===== src/rtl/hex_display_pkg.sv =====
// Shared types, segment width and the active-high hex decode table for hex_display_bank.
// Segment width depends on the HEX_DP_EN macro (8 with decimal point, 7 without).
package hex_display_pkg;

    typedef enum logic [1:0] {
        IDLE   = 2'd0,
        LOAD   = 2'd1,
        SHOW   = 2'd2,
        SCROLL = 2'd3
    } state_t;

`ifdef HEX_DP_EN
    localparam int SEG = 8;
`else
    localparam int SEG = 7;
`endif

    // Dark digit patterns for active-low and active-high pin wiring.
    localparam logic [SEG-1:0] SEG_OFF_LOW  = '1;
    localparam logic [SEG-1:0] SEG_OFF_HIGH = '0;

    function automatic logic [6:0] seg7_decode(input logic [3:0] nibble);
        logic [6:0] seg;
        case (nibble)
            4'h0:    seg = 7'h3F;
            4'h1:    seg = 7'h06;
            4'h2:    seg = 7'h5B;
            4'h3:    seg = 7'h4F;
            4'h4:    seg = 7'h66;
            4'h5:    seg = 7'h6D;
            4'h6:    seg = 7'h7D;
            4'h7:    seg = 7'h07;
            4'h8:    seg = 7'h7F;
            4'h9:    seg = 7'h6F;
            4'hA:    seg = 7'h77;
            4'hB:    seg = 7'h7C;
            4'hC:    seg = 7'h39;
            4'hD:    seg = 7'h5E;
            4'hE:    seg = 7'h79;
            default: seg = 7'h71;
        endcase
        return seg;
    endfunction

endpackage


===== src/rtl/hex_display_tick.sv =====
// hex_tick_gen: modulo-DIV counter emitting a one-cycle tick every DIV cycles.
// The clear input holds the count at zero and suppresses the tick.
module hex_tick_gen #(
    parameter int DIV = 2
) (
    input  logic clk,
    input  logic rst,
    input  logic clear,
    output logic tick
);

    localparam int            CW   = (DIV > 1) ? $clog2(DIV) : 1;
    localparam logic [CW-1:0] LAST = CW'(DIV - 1);

    logic [CW-1:0] count_reg;

    always_ff @(posedge clk or posedge rst) begin
        if (rst) begin
            count_reg <= '0;
        end else if (clear || (count_reg == LAST)) begin
            count_reg <= '0;
        end else begin
            count_reg <= count_reg + CW'(1);
        end
    end

    assign tick = !clear && (count_reg == LAST);

endmodule


===== src/rtl/hex_display_bank.sv =====
// Bank of NUM_DIGITS seven-segment drivers with blank/blink masks and circular scroll.
// Define HEX_DP_EN to add a position-fixed decimal point per digit (wr_dp_mask).
module hex_display_bank
    import hex_display_pkg::*;
#(
    parameter int NUM_DIGITS = 6,
    parameter int CLK_HZ     = 50_000_000,
    parameter int BLINK_HZ   = 2,
    parameter int SCROLL_HZ  = 4,
    parameter int ACTIVE_LOW = 1
) (
    input  logic                        clk_clk,
    input  logic                        reset_reset,
    input  logic                        wr_valid,
    output logic                        wr_ready,
    input  logic [4*NUM_DIGITS-1:0]     wr_data,
    input  logic [NUM_DIGITS-1:0]       wr_blank_mask,
    input  logic [NUM_DIGITS-1:0]       wr_blink_mask,
`ifdef HEX_DP_EN
    input  logic [NUM_DIGITS-1:0]       wr_dp_mask,
`endif
    input  logic                        wr_scroll,
    output logic [SEG*NUM_DIGITS-1:0]   hex_out,
    output logic                        scroll_wrap
);

    localparam int BLINK_DIV  = CLK_HZ / (2 * BLINK_HZ);
    localparam int SCROLL_DIV = CLK_HZ / SCROLL_HZ;
    localparam int OFF_W      = (NUM_DIGITS > 1) ? $clog2(NUM_DIGITS) : 1;

    localparam logic [OFF_W-1:0]          LAST_OFF = OFF_W'(NUM_DIGITS - 1);
    localparam logic [SEG-1:0]            SEG_OFF  = (ACTIVE_LOW != 0) ? SEG_OFF_LOW : SEG_OFF_HIGH;
    localparam logic [SEG*NUM_DIGITS-1:0] ALL_OFF  = {NUM_DIGITS{SEG_OFF}};

    state_t                      state_reg;
    logic                        ready_reg;
    logic [4*NUM_DIGITS-1:0]     data_reg;
    logic [NUM_DIGITS-1:0]       blank_reg;
    logic [NUM_DIGITS-1:0]       blink_reg;
    logic                        scroll_mode_reg;
    logic [OFF_W-1:0]            offset_reg;
    logic [OFF_W-1:0]            offset_next;
    logic                        wrap_reg;
    logic                        phase_on_reg;
    logic [SEG*NUM_DIGITS-1:0]   hex_reg;
    logic [SEG*NUM_DIGITS-1:0]   seg_on;
    logic                        accept;
    logic                        blink_tick;
    logic                        scroll_tick;
    logic                        scroll_clear;
`ifdef HEX_DP_EN
    logic [NUM_DIGITS-1:0]       dp_reg;
`endif

    assign accept       = wr_valid && ready_reg;
    // A new write restarts the scroll period, so a coinciding tick is dropped.
    assign scroll_clear = accept || (state_reg != SCROLL);
    assign offset_next  = (offset_reg == LAST_OFF) ? '0 : offset_reg + OFF_W'(1);

    hex_tick_gen #(
        .DIV (BLINK_DIV)
    ) u_blink_tick (
        .clk   (clk_clk),
        .rst   (reset_reset),
        .clear (1'b0),
        .tick  (blink_tick)
    );

    hex_tick_gen #(
        .DIV (SCROLL_DIV)
    ) u_scroll_tick (
        .clk   (clk_clk),
        .rst   (reset_reset),
        .clear (scroll_clear),
        .tick  (scroll_tick)
    );

    always_ff @(posedge clk_clk or posedge reset_reset) begin
        if (reset_reset) begin
            state_reg       <= IDLE;
            ready_reg       <= 1'b1;
            data_reg        <= '0;
            blank_reg       <= '0;
            blink_reg       <= '0;
            scroll_mode_reg <= 1'b0;
            offset_reg      <= '0;
            wrap_reg        <= 1'b0;
        end else begin
            wrap_reg <= 1'b0;
            if (accept) begin
                state_reg       <= LOAD;
                ready_reg       <= 1'b0;
                data_reg        <= wr_data;
                blank_reg       <= wr_blank_mask;
                blink_reg       <= wr_blink_mask;
                scroll_mode_reg <= wr_scroll;
                offset_reg      <= '0;
            end else begin
                case (state_reg)
                    LOAD: begin
                        state_reg <= scroll_mode_reg ? SCROLL : SHOW;
                        ready_reg <= 1'b1;
                    end
                    SCROLL: begin
                        if (scroll_tick) begin
                            offset_reg <= offset_next;
                            wrap_reg   <= (offset_next == '0);
                        end
                    end
                    default: begin
                    end
                endcase
            end
        end
    end

`ifdef HEX_DP_EN
    always_ff @(posedge clk_clk or posedge reset_reset) begin
        if (reset_reset) begin
            dp_reg <= '0;
        end else if (accept) begin
            dp_reg <= wr_dp_mask;
        end
    end
`endif

    always_ff @(posedge clk_clk or posedge reset_reset) begin
        if (reset_reset) begin
            phase_on_reg <= 1'b1;
        end else if (blink_tick) begin
            phase_on_reg <= !phase_on_reg;
        end
    end

    logic [3:0] nib_arr [NUM_DIGITS];

    for (genvar gi = 0; gi < NUM_DIGITS; gi++) begin : g_digit
        localparam logic [OFF_W:0] POS  = (OFF_W + 1)'(gi);
        localparam logic [OFF_W:0] WRAP = (OFF_W + 1)'(gi + NUM_DIGITS);

        logic [OFF_W:0]   off_ext;
        logic [OFF_W-1:0] src_idx;
        logic             dark;
        logic [6:0]       seg7;

        assign nib_arr[gi] = data_reg[4*gi +: 4];

        // Physical digit gi shows stored nibble (gi - offset) mod NUM_DIGITS.
        assign off_ext = {1'b0, offset_reg};
        assign src_idx = (off_ext <= POS) ? OFF_W'(POS - off_ext) : OFF_W'(WRAP - off_ext);

        assign dark = blank_reg[gi] || (blink_reg[gi] && !phase_on_reg);
        assign seg7 = dark ? 7'h00 : seg7_decode(nib_arr[src_idx]);

`ifdef HEX_DP_EN
        assign seg_on[SEG*gi +: SEG] = {dp_reg[gi] && !dark, seg7};
`else
        assign seg_on[SEG*gi +: SEG] = seg7;
`endif
    end

    // LOAD keeps the previous picture so new content appears one cycle later.
    always_ff @(posedge clk_clk or posedge reset_reset) begin
        if (reset_reset) begin
            hex_reg <= ALL_OFF;
        end else if (state_reg == IDLE) begin
            hex_reg <= ALL_OFF;
        end else if (state_reg != LOAD) begin
            hex_reg <= (ACTIVE_LOW != 0) ? ~seg_on : seg_on;
        end
    end

    assign wr_ready    = ready_reg;
    assign hex_out     = hex_reg;
    assign scroll_wrap = wrap_reg;

endmodule


===== config.mk =====
export PLATFORM = sky130hd
export DESIGN_NAME = hex_display_bank
export DESIGN_NICKNAME = d
export VERILOG_FILES = /design/src/rtl/hex_display_pkg.sv /design/src/rtl/hex_display_tick.sv /design/src/rtl/hex_display_bank.sv
export SDC_FILE = /design/constraint.sdc
export NUM_CORES = 1
export LEC_CHECK = 0
export CORE_AREA = 2 2 171 173
export DETAILED_ROUTE_END_ITERATION = 8
export DIE_AREA = 0 0 173 175
export PLACE_DENSITY = 0.52
export RECOVER_POWER = 100
export SETUP_SLACK_MARGIN = 0.3
export SLEW_MARGIN = 10
export SYNTH_ARGS = -nofsm -noshare
export SYNTH_HDL_FRONTEND = slang
export SYNTH_SLANG_ARGS = --single-unit

===== constraint.sdc =====
create_clock -name clk_clk -period 4.42 [get_ports clk_clk]
set_clock_uncertainty 0.05 [all_clocks]
set_input_delay 0.663 -clock clk_clk [delete_from_list [all_inputs] [get_ports clk_clk]]
set_output_delay 0.663 -clock clk_clk [all_outputs]
set_load 0.02 [all_outputs]

# After elaboration in Yosys (flattened, before gate mapping)
# Memories as Yosys holds them, arrays and structs flattened.
# Index checks and enable logic that the tools add are counted.
# classes
muxes	46
n_addsub	15
n_lt_le_gt_ge	12
n_bitwise	7
reduce_logical	25
n_eq_ne	7
# op_table
cell	count
$mux 42	2
$bmux 4 s3	6
$add 24x1->24 const B	2
$eq 24x24->1 const B	2
$mux 24	2
$mux 4	12
$mux 7	6
$not 42->42	1
$mux 3	10
$ge 4x4->1 const B	6
$not 3->4	6
$sub 1x3->3 const A	4
$sub 2x3->3 const A	4
$sub 3x3->3 const A	4
$logic_and 1x1->1	8
$logic_or 1x1->1	8
$reduce_bool 2->1	4
$le 3x1->1 const B	2
$le 3x2->1 const B	2
$le 3x3->1 const B	2
$mux 1	6
$mux 2	2
$add 3x1->3 const B	1
$eq 3x3->1 const B	1
other kinds (8)	9
# word_totals
word_cells	130
inputBits	40
memories	6
reg_bits	135
romBits	672
out_inout_bits	44
# mem_list
memory	depth	word_bits	read_ports	rd_ports_with_merged_regs	write_ports	line_no	text
(name not given)	16	7	1	0	0	hex_display_pkg.sv:24	case (nibble)
(name not given)	16	7	1	0	0	hex_display_pkg.sv:24	
(name not given)	16	7	1	0	0	hex_display_pkg.sv:24	
(name not given)	16	7	1	0	0	hex_display_pkg.sv:24	
(name not given)	16	7	1	0	0	hex_display_pkg.sv:24	
(name not given)	16	7	1	0	0	hex_display_pkg.sv:24	

# Depth between registers and ports, before layout
# An unclocked memory read counts as a cell.
# depth
depth_word	11
mapped_depth	16
mapped_depth_nobuf	13

# Modules after synthesis
# From an unflattened synthesis, not the netlist that was laid out.
# unflattened
hier_cells	876
area_unflattened_um2	8867.3
# modules_own_cells
module	cells_each	area_per_inst_um2	instances	seq_area_each_um2
hex_display_bank	620	6147.1	1	2232.1
hex_tick_gen	128	1360.1	2	600.6

# Worst setup path after synthesis
# Ideal clock, no wire load.
# synth_timing
path_kind	flip-flop to flip-flop
from	reg offset_reg[0]
to	reg hex_reg[6] (netlist: hex_out[6])
path_slack_ps	765
stages_incl_launch_ff	16
setup_ps	83
period_less_slack_ps	3655
path_buffers	4
required_time_ps	4287
t_arrival_ps	3522
path_cell_list	dfrtp_1 buf_4 buf_4 buf_2 inv_1 ha_1 ha_1 clkbuf_1 o21ai_0 and2_1 a32oi_1 inv_1 ha_1 mux2_1 a221oi_1 nor2_1
# synth_via
elab_chain_len	11
word_cells_on_any_way	13
cone_classes	add/sub (2); order compare (1); mux (7); bitwise (2); memory (1)
# synth_lines
item	line_no	text
start, declared	hex_display_bank.sv:41	logic [OFF_W-1:0] offset_reg;
start signal, assigned	hex_display_bank.sv:106	offset_reg <= offset_next;
$sub 3x3->3 (tied with other cells)	hex_display_bank.sv:150	assign src_idx = (off_ext <= POS) ? OFF_W'(POS - off_ext) : OFF_W'(WRAP - off_ext);
$mux 3 (*)	hex_display_bank.sv:150	
$not 3->4 (implied by the code) (*)	hex_display_bank.sv:153	assign seg7 = dark ? 7'h00 : seg7_decode(nib_arr[src_idx]);
$bmux 4 s3 (*)	hex_display_bank.sv:153	
$mux 4 (implied by the code) (*) (2 in a row)	hex_display_bank.sv:153	
$mem_v2 16x7 (*)	n/a	
$mux 7 (*)	hex_display_bank.sv:153	
$not 42->42 (*)	hex_display_bank.sv:169	hex_reg <= (ACTIVE_LOW != 0) ? ~seg_on : seg_on;
$mux 42 (*)	hex_display_bank.sv:168	end else if (state_reg != LOAD) begin
$mux 42 (*)	hex_display_bank.sv:166	end else if (state_reg == IDLE) begin
end signal, assigned	hex_display_bank.sv:169	
end, declared	hex_display_bank.sv:45	logic [SEG*NUM_DIGITS-1:0] hex_reg;
# Every way passes the cells marked *; elsewhere a longest branch is shown, timed or not. The select of a mux whose other input is x is not followed.
# A chain may end at the register's enable or synchronous reset.

# Worst setup path in the final report
# Ends and elaborated chain as after synthesis.

==> results.ini <==
[power_and_ir_drop]
p_leak_nw=4.03
power_frac_comb_pct=46.1
pwr-share-seq_pct=31.1
pwr-share-clk_pct=22.8
powerDensity_nw_per_um2=592
internal_power_w=0.00359
ir_drop_mv=0.304
sw_frac_of_total_pct=40.5
power.switching_w=0.00244

[final_layout]
area.growth.synth_to_final_pct=20.6
diodes=0
stdcell_count=1308
layout_commonest_cell=nor2_1
drive_above_1_share_pct=17.3
utilization_pct=35.9
nets=996
largest_reg_flops=42
final_cell_mix=100 x nor2_1, 91 x dfrtp_1, 56 x mux2_2

[timing]
finalCritPeriodShare_pct=83.8
relSlewSlack_pct=-69.5
tightest_slew_ns=2.52
rsz0062_at_grt=no
whs_ns=0.427
fin_tns_setup_ns=0
setup_viol_count_final=0
hold_violations=0
final_max_slew_viol_count=16
fmaxAchievable_ghz=0.270
period_needed_ns=3.70

[logic_synthesis]
yosysWarnings=0
synth_top_area_share_pct=27.0
synth.distinct_cells=85
ys_ff_latch=135
ys.flop_type=dfrtp_1
synth_nets=922
async_flop_share_pct=100
yosysTopAreaCell=dfrtp_1
synth_cells=837
synth_area_per_cell_um2=10.1
synthAdderAreaFrac_pct=6.67
seq_area_frac_synth_pct=40.7
syn_area_um2=8440
synth-xor-area-share_pct=4.95
synth-edff-count=0
synth_mux_area_share_pct=12.7
synth_area_leaders=dfrtp_1 27%, dfstp_2 14%, mux2_2 7.9%
synth_simple_gate_area_share_pct=17.1
synth-compound-area-share_pct=14.3
synth_top_family_by_area=simple AND/OR/NAND/NOR gates

[route]
firstDrtPassIters=5
wl_per_cell_um=16.0
met3WireLength_um=929
met1Wirelength_um=10200
top_layer_used=met5
met2WireLength_um=9590
drt_iter0_drc=343
ant_nets=0
wirelength_um=21000
vias=6550
drc_errors=0
via_per_inst=5.01

[cts]
cts.repair.resized=0
worstSkewPairLatency_ns=0.43
cts_root_buffer=clkbuf_16
cts_setup_buffers=0
cts_max_level=4
clock_sinks=135
cts_tree=built
clock_path_buffers=2
path_clk_slew_ns=0.06
postCtsHoldBufs=0
numCtsBuffers=17

[worst_setup_path]
critPathArrivalTime_ns=3.99
crit_chain=clkbuf_2, mux2_1, or3_1, a32oi_1, inv_1, ha_1, mux2_1, a221oi_1, nor2_1
cpMostUsedCell=mux2_1
critPathRequiredTime_ns=4.71
crit_path_start_kind=register
cp_max_fo=32
critPathCaptureType=register
crit_type=reg2reg
cpPeakStageDelay_ns=0.68
r2r_cells=9
crit_slowest_cell=clkbuf_2

[floorplan]
core_area_um2=28400
fp.dieH_um=175
pin_count=84
rows=62
fp.dieW_um=173
dieArea_um2=30300
initial_utilization_pct=29.7

[status]
failed_checks=max-capacitance violations, max-slew violations
status=finished, violations left

[placed_design]
dp.cells=1276
place_congestion=0.837
port_buffers=83
dp_hpwl_um=14900

[global_route]
grt_max_degree=136
grt_pass1_wl_um=34600
grt_overflow=0
antenna_found_initial=1
track_usage_pct=14.2
first_global_vias=6485

[worst_hold_path]
hold_path_class=reg2reg
hold_depth=2

[flow_run]
drv_cap=1

==> routing by layer <==
layer / vias to the layer above / global-route usage (%)
li1: 3178 / -
met2: 118 / 22.6
met3: 23 / 2.94
met1: 3229 / 19.3
met5: - / 0
met4: 2 / 4.52
==> per-stage QoR <==
step | worst slack [ns] | area [um^2] | power (W)
finish | 0.717 | 10200 | 0.00603
global route | 0.382 | 10200 | 0.00648
CTS | 0.952 | 10200 | 0.00616
detailed placement | 0.971 | 9670 | 0.00474
global placement | 1.02 | 9670 | 0.00473
floorplan | 0.765 | 8440 | 0.00389
==> area by class of cell <==
class	instances	area, um^2
Fill cell	2925	18200
Multi-Input combinational cell	634	4680
Sequential cell	135	3430
Timing Repair Buffer	92	905
Tap cell	384	480
Clock buffer	20	457
Inverter	31	118
Clock inverter	12	108
==> cells in the mapped netlist (all sizes together) (16+ instances only) <==
| library cell | count |
|---|---|
| dfrtp | 91 |
| dfstp | 44 |
| nor3 | 21 |
| nand2 | 37 |
| buf | 16 |
| a21oi | 39 |
| xor2 | 32 |
| mux2i | 36 |
| nor2 | 100 |
| clkbuf | 21 |
| mux2 | 61 |
| o21ai | 19 |
| ha | 45 |
| inv | 31 |
| nand3 | 26 |
==> critical path: cells and delay by family (launching register included) <==
kind | cells | cell delay, ns
buf+inv | 2 | 0.85
compound gates | 2 | 0.77
mux | 2 | 0.76
flops | 1 | 0.47
simple gates | 2 | 0.46
fa+ha+maj | 1 | 0.26
==> logic make-up (layout without fill, tap and decap cells) <==
family                     count (synthesis)  after routing
and+or+nand+nor                          283            283
AOI/OAI and AO/OA                        162            162
DFF                                      135            135
muxes                                     98             98
buffers and inverters                     68            155
xor gates and xnor gates                  46             46
adders and majority gates                 45             45
==> final timing paths <==
path | end | slack, ns | startpoint
setup / recovery | hex_out[6] | 0.72 | offset_reg[0]
hold / removal | wr_ready | 0.43 | wr_ready
setup reg to reg | hex_out[6] | 0.72 | offset_reg[0]
hold reg to reg | wr_ready | 0.43 | wr_ready
max in group asynchronous | scroll_wrap | 2.89 | reset_reset
min in group asynchronous | blink_reg[3] | 0.87 | reset_reset
==> power groups by stage <==
stage / logic, W / clock network [W] / registers (W)
3_3_place_gp: 0.00282 / 0 / 0.00191
6_report: 0.00278 / 0.00137 / 0.00188
5_1_grt: 0.00308 / 0.00146 / 0.00193
4_1_cts: 0.00284 / 0.00142 / 0.00190
2_1_floorplan: 0.00194 / 0 / 0.00195
3_5_place_dp: 0.00282 / 0 / 0.00192
Power figures use the tool's default switching activity.
==> RTL change, RTL diff (same flow settings) <==
Build with the macro `HEX_DP_EN` defined.
--- a/src/rtl/hex_display_pkg.sv
+++ b/src/rtl/hex_display_pkg.sv
@@ -1,5 +1,7 @@
 // Shared types, segment width and the active-high hex decode table for hex_display_bank.
 // Segment width depends on the HEX_DP_EN macro (8 with decimal point, 7 without).
+`define HEX_DP_EN
+
 package hex_display_pkg;
 
     typedef enum logic [1:0] {
Interface: changed (added wr_dp_mask; resized hex_out); port bits go from 84 to 96. No check against the original RTL was run, so the function may have changed too.
==> RTL change against the original RTL <==
The run still ends with max-capacitance violations, max-slew violations left. Area after synthesis grew 5.4%. Worst setup slack better by 0.052 ns. Utilization is 2.2 points higher. Sequential cell count rose by 12. Total power grew 12%. Routed wire length is 5.9% higher. Final area is 6.1% higher. Die area unchanged. Critical path type unchanged. Critical endpoint is now hex_out[22]$_DFFE_PP1P_. Largest cell class unchanged.
==> RTL change: results (changes against the original RTL) <==
** Run status
- Result of the run :: finished, violations left (unchanged)
- Violated checks: max-capacitance violations, max-slew violations (unchanged).

** GRT
- The met1 track utilization from global routing came to 20.5% (was 19.3%).
- Met3 Track Usage GR :: 2.81% (was 2.94%)
- The wire length of the first global-routing pass was 36,400 µm (was 34,600 µm).
- Initial antenna violation count :: 0 (was 1)
- The met2 global-route usage is 24.0% (was 22.6%).
- The total routing usage reported by global routing was 14.9% (was 14.2%).

** Timing
- FMAX :: 274 MHz (was 270 MHz)
- Slew Viols, Final :: 65 (was 16)
- The worst hold slack is 0.360 ns (was 0.427 ns).
- Max-slew headroom at the worst pin :: -42.3% (was -69.5%)

** Layout
- The layout cell share with drive strength beyond 1 was 16.6% (was 17.3%).
- Final std cells w/o fill :: 1,380 (was 1,308)
- Flip-flop count of the largest register, all copies and words added :: 48 (was 42)
- Filler cells :: 2,894 (was 2,925)
- The net count reported at finish is 1,074 (was 996).

** Worst setup path
- Biggest fanout along the worst timing path :: 34 (was 32)
- The worst-case register-to-register setup slack came to 0.77 ns (was 0.72 ns).

** Drt
- The highest metal layer with signal wires is met4 (was met5).
- The via-per-instance ratio was 4.99 (was 5.01).
- The met3 wire length is 849 µm (was 929 µm).
- Detailed-route wire length per cell :: 16.1 µm (was 16.0 µm)

** Placed design
- The post-placement setup slack came to 1.09 ns (was 0.971 ns).
- Number of cells after detailed placement :: 1,348 (was 1,276)
- The count of buffers from port buffering came to 95 (was 83).
- The final estimated routing congestion in global placement is 0.884 (was 0.837).
- Cell area reported after detailed placement :: 0.0103 mm² (was 0.00967 mm²)
- DPL Wire Length :: 16,200 µm (was 14,900 µm)

** Synthesis
- Synth top cells by count: nor2_1, dfrtp_1, nand2_1, mux2_2, dfstp_2 (was nor2_1, dfrtp_1, mux2_2, ha_1, dfstp_2).
- Top cells by area in the synthesized netlist: dfrtp_1, dfstp_2, mux2_2, ha_1, nor2_1 (unchanged).
- Distinct cells, synth :: 75 (was 85)
- Sequential area share after synthesis :: 42.1% (was 40.7%)
- The instance count of the mapped netlist came to 897 (was 837).

** Pwr
- The power per cell area was 625 mW/mm² (was 592 mW/mm²).
- Clock group :: 1.43 mW (was 1.37 mW)
- Internal power of the cells :: 3.92 mW (was 3.59 mW)
- Max VDD drop :: 0.241 mV (was 0.304 mV)
- The leakage power was 4.14 nW (was 4.03 nW).

** Job
- Maxcap violations :: 2 (was 1)
[RTL change: critical path: stages, from the launching register on]
cell      delay [ns]
dfrtp_1         0.42
clkbuf_2        0.76
mux2i_1         0.80
nand2_1         0.12
o2111a_1        0.17
a211oi_2        0.52
nor2_1          0.16
a22o_1          0.28
o32a_1          0.28
[RTL change: final cells by class]
cell class | instances | area, µm² | share of cell area, %
inverter | 40 | 151 | 1.40
clock inverter | 15 | 156 | 1.45
sequential | 147 | 3740 | 34.6
clock buffer | 17 | 425 | 3.94
tap | 384 | 480 | 4.45
multi-input combinational | 669 | 4800 | 44.5
timing repair buffer | 108 | 1040 | 9.63
[RTL change: kinds of logic (layout without fill, tap and decap cells)]
group	Yosys count	count (layout)	share of synthesized area, %
flip-flops	147	147	42.1
buffers and inverters	81	180	3.85
AO/OA/AOI/OAI	163	163	13.8
multiplexers	96	96	11.7
adder cells (fa/ha/maj)	45	45	6.33
XOR/XNOR	53	53	5.30
AND/OR/NAND/NOR	312	312	16.9
[RTL change: worst paths after layout]
kind | from | to | cells past startpoint
min in group asynchronous | reset_reset | u_blink_tick.count_reg[12]$_DFF_PP0_ | 2
worst max register to register | offset_reg[0]$_DFFE_PP0P_ | hex_out[22]$_DFFE_PP1P_ | 8
worst max-delay path | offset_reg[0]$_DFFE_PP0P_ | hex_out[22]$_DFFE_PP1P_ | 8
max in group asynchronous | reset_reset | dp_reg[4]$_DFFE_PP0P_ | 3
worst min-delay path | dp_reg[3]$_DFFE_PP0P_ | hex_out[31]$_DFFE_PP1P_ | 1
worst min register to register | dp_reg[3]$_DFFE_PP0P_ | hex_out[31]$_DFFE_PP1P_ | 1
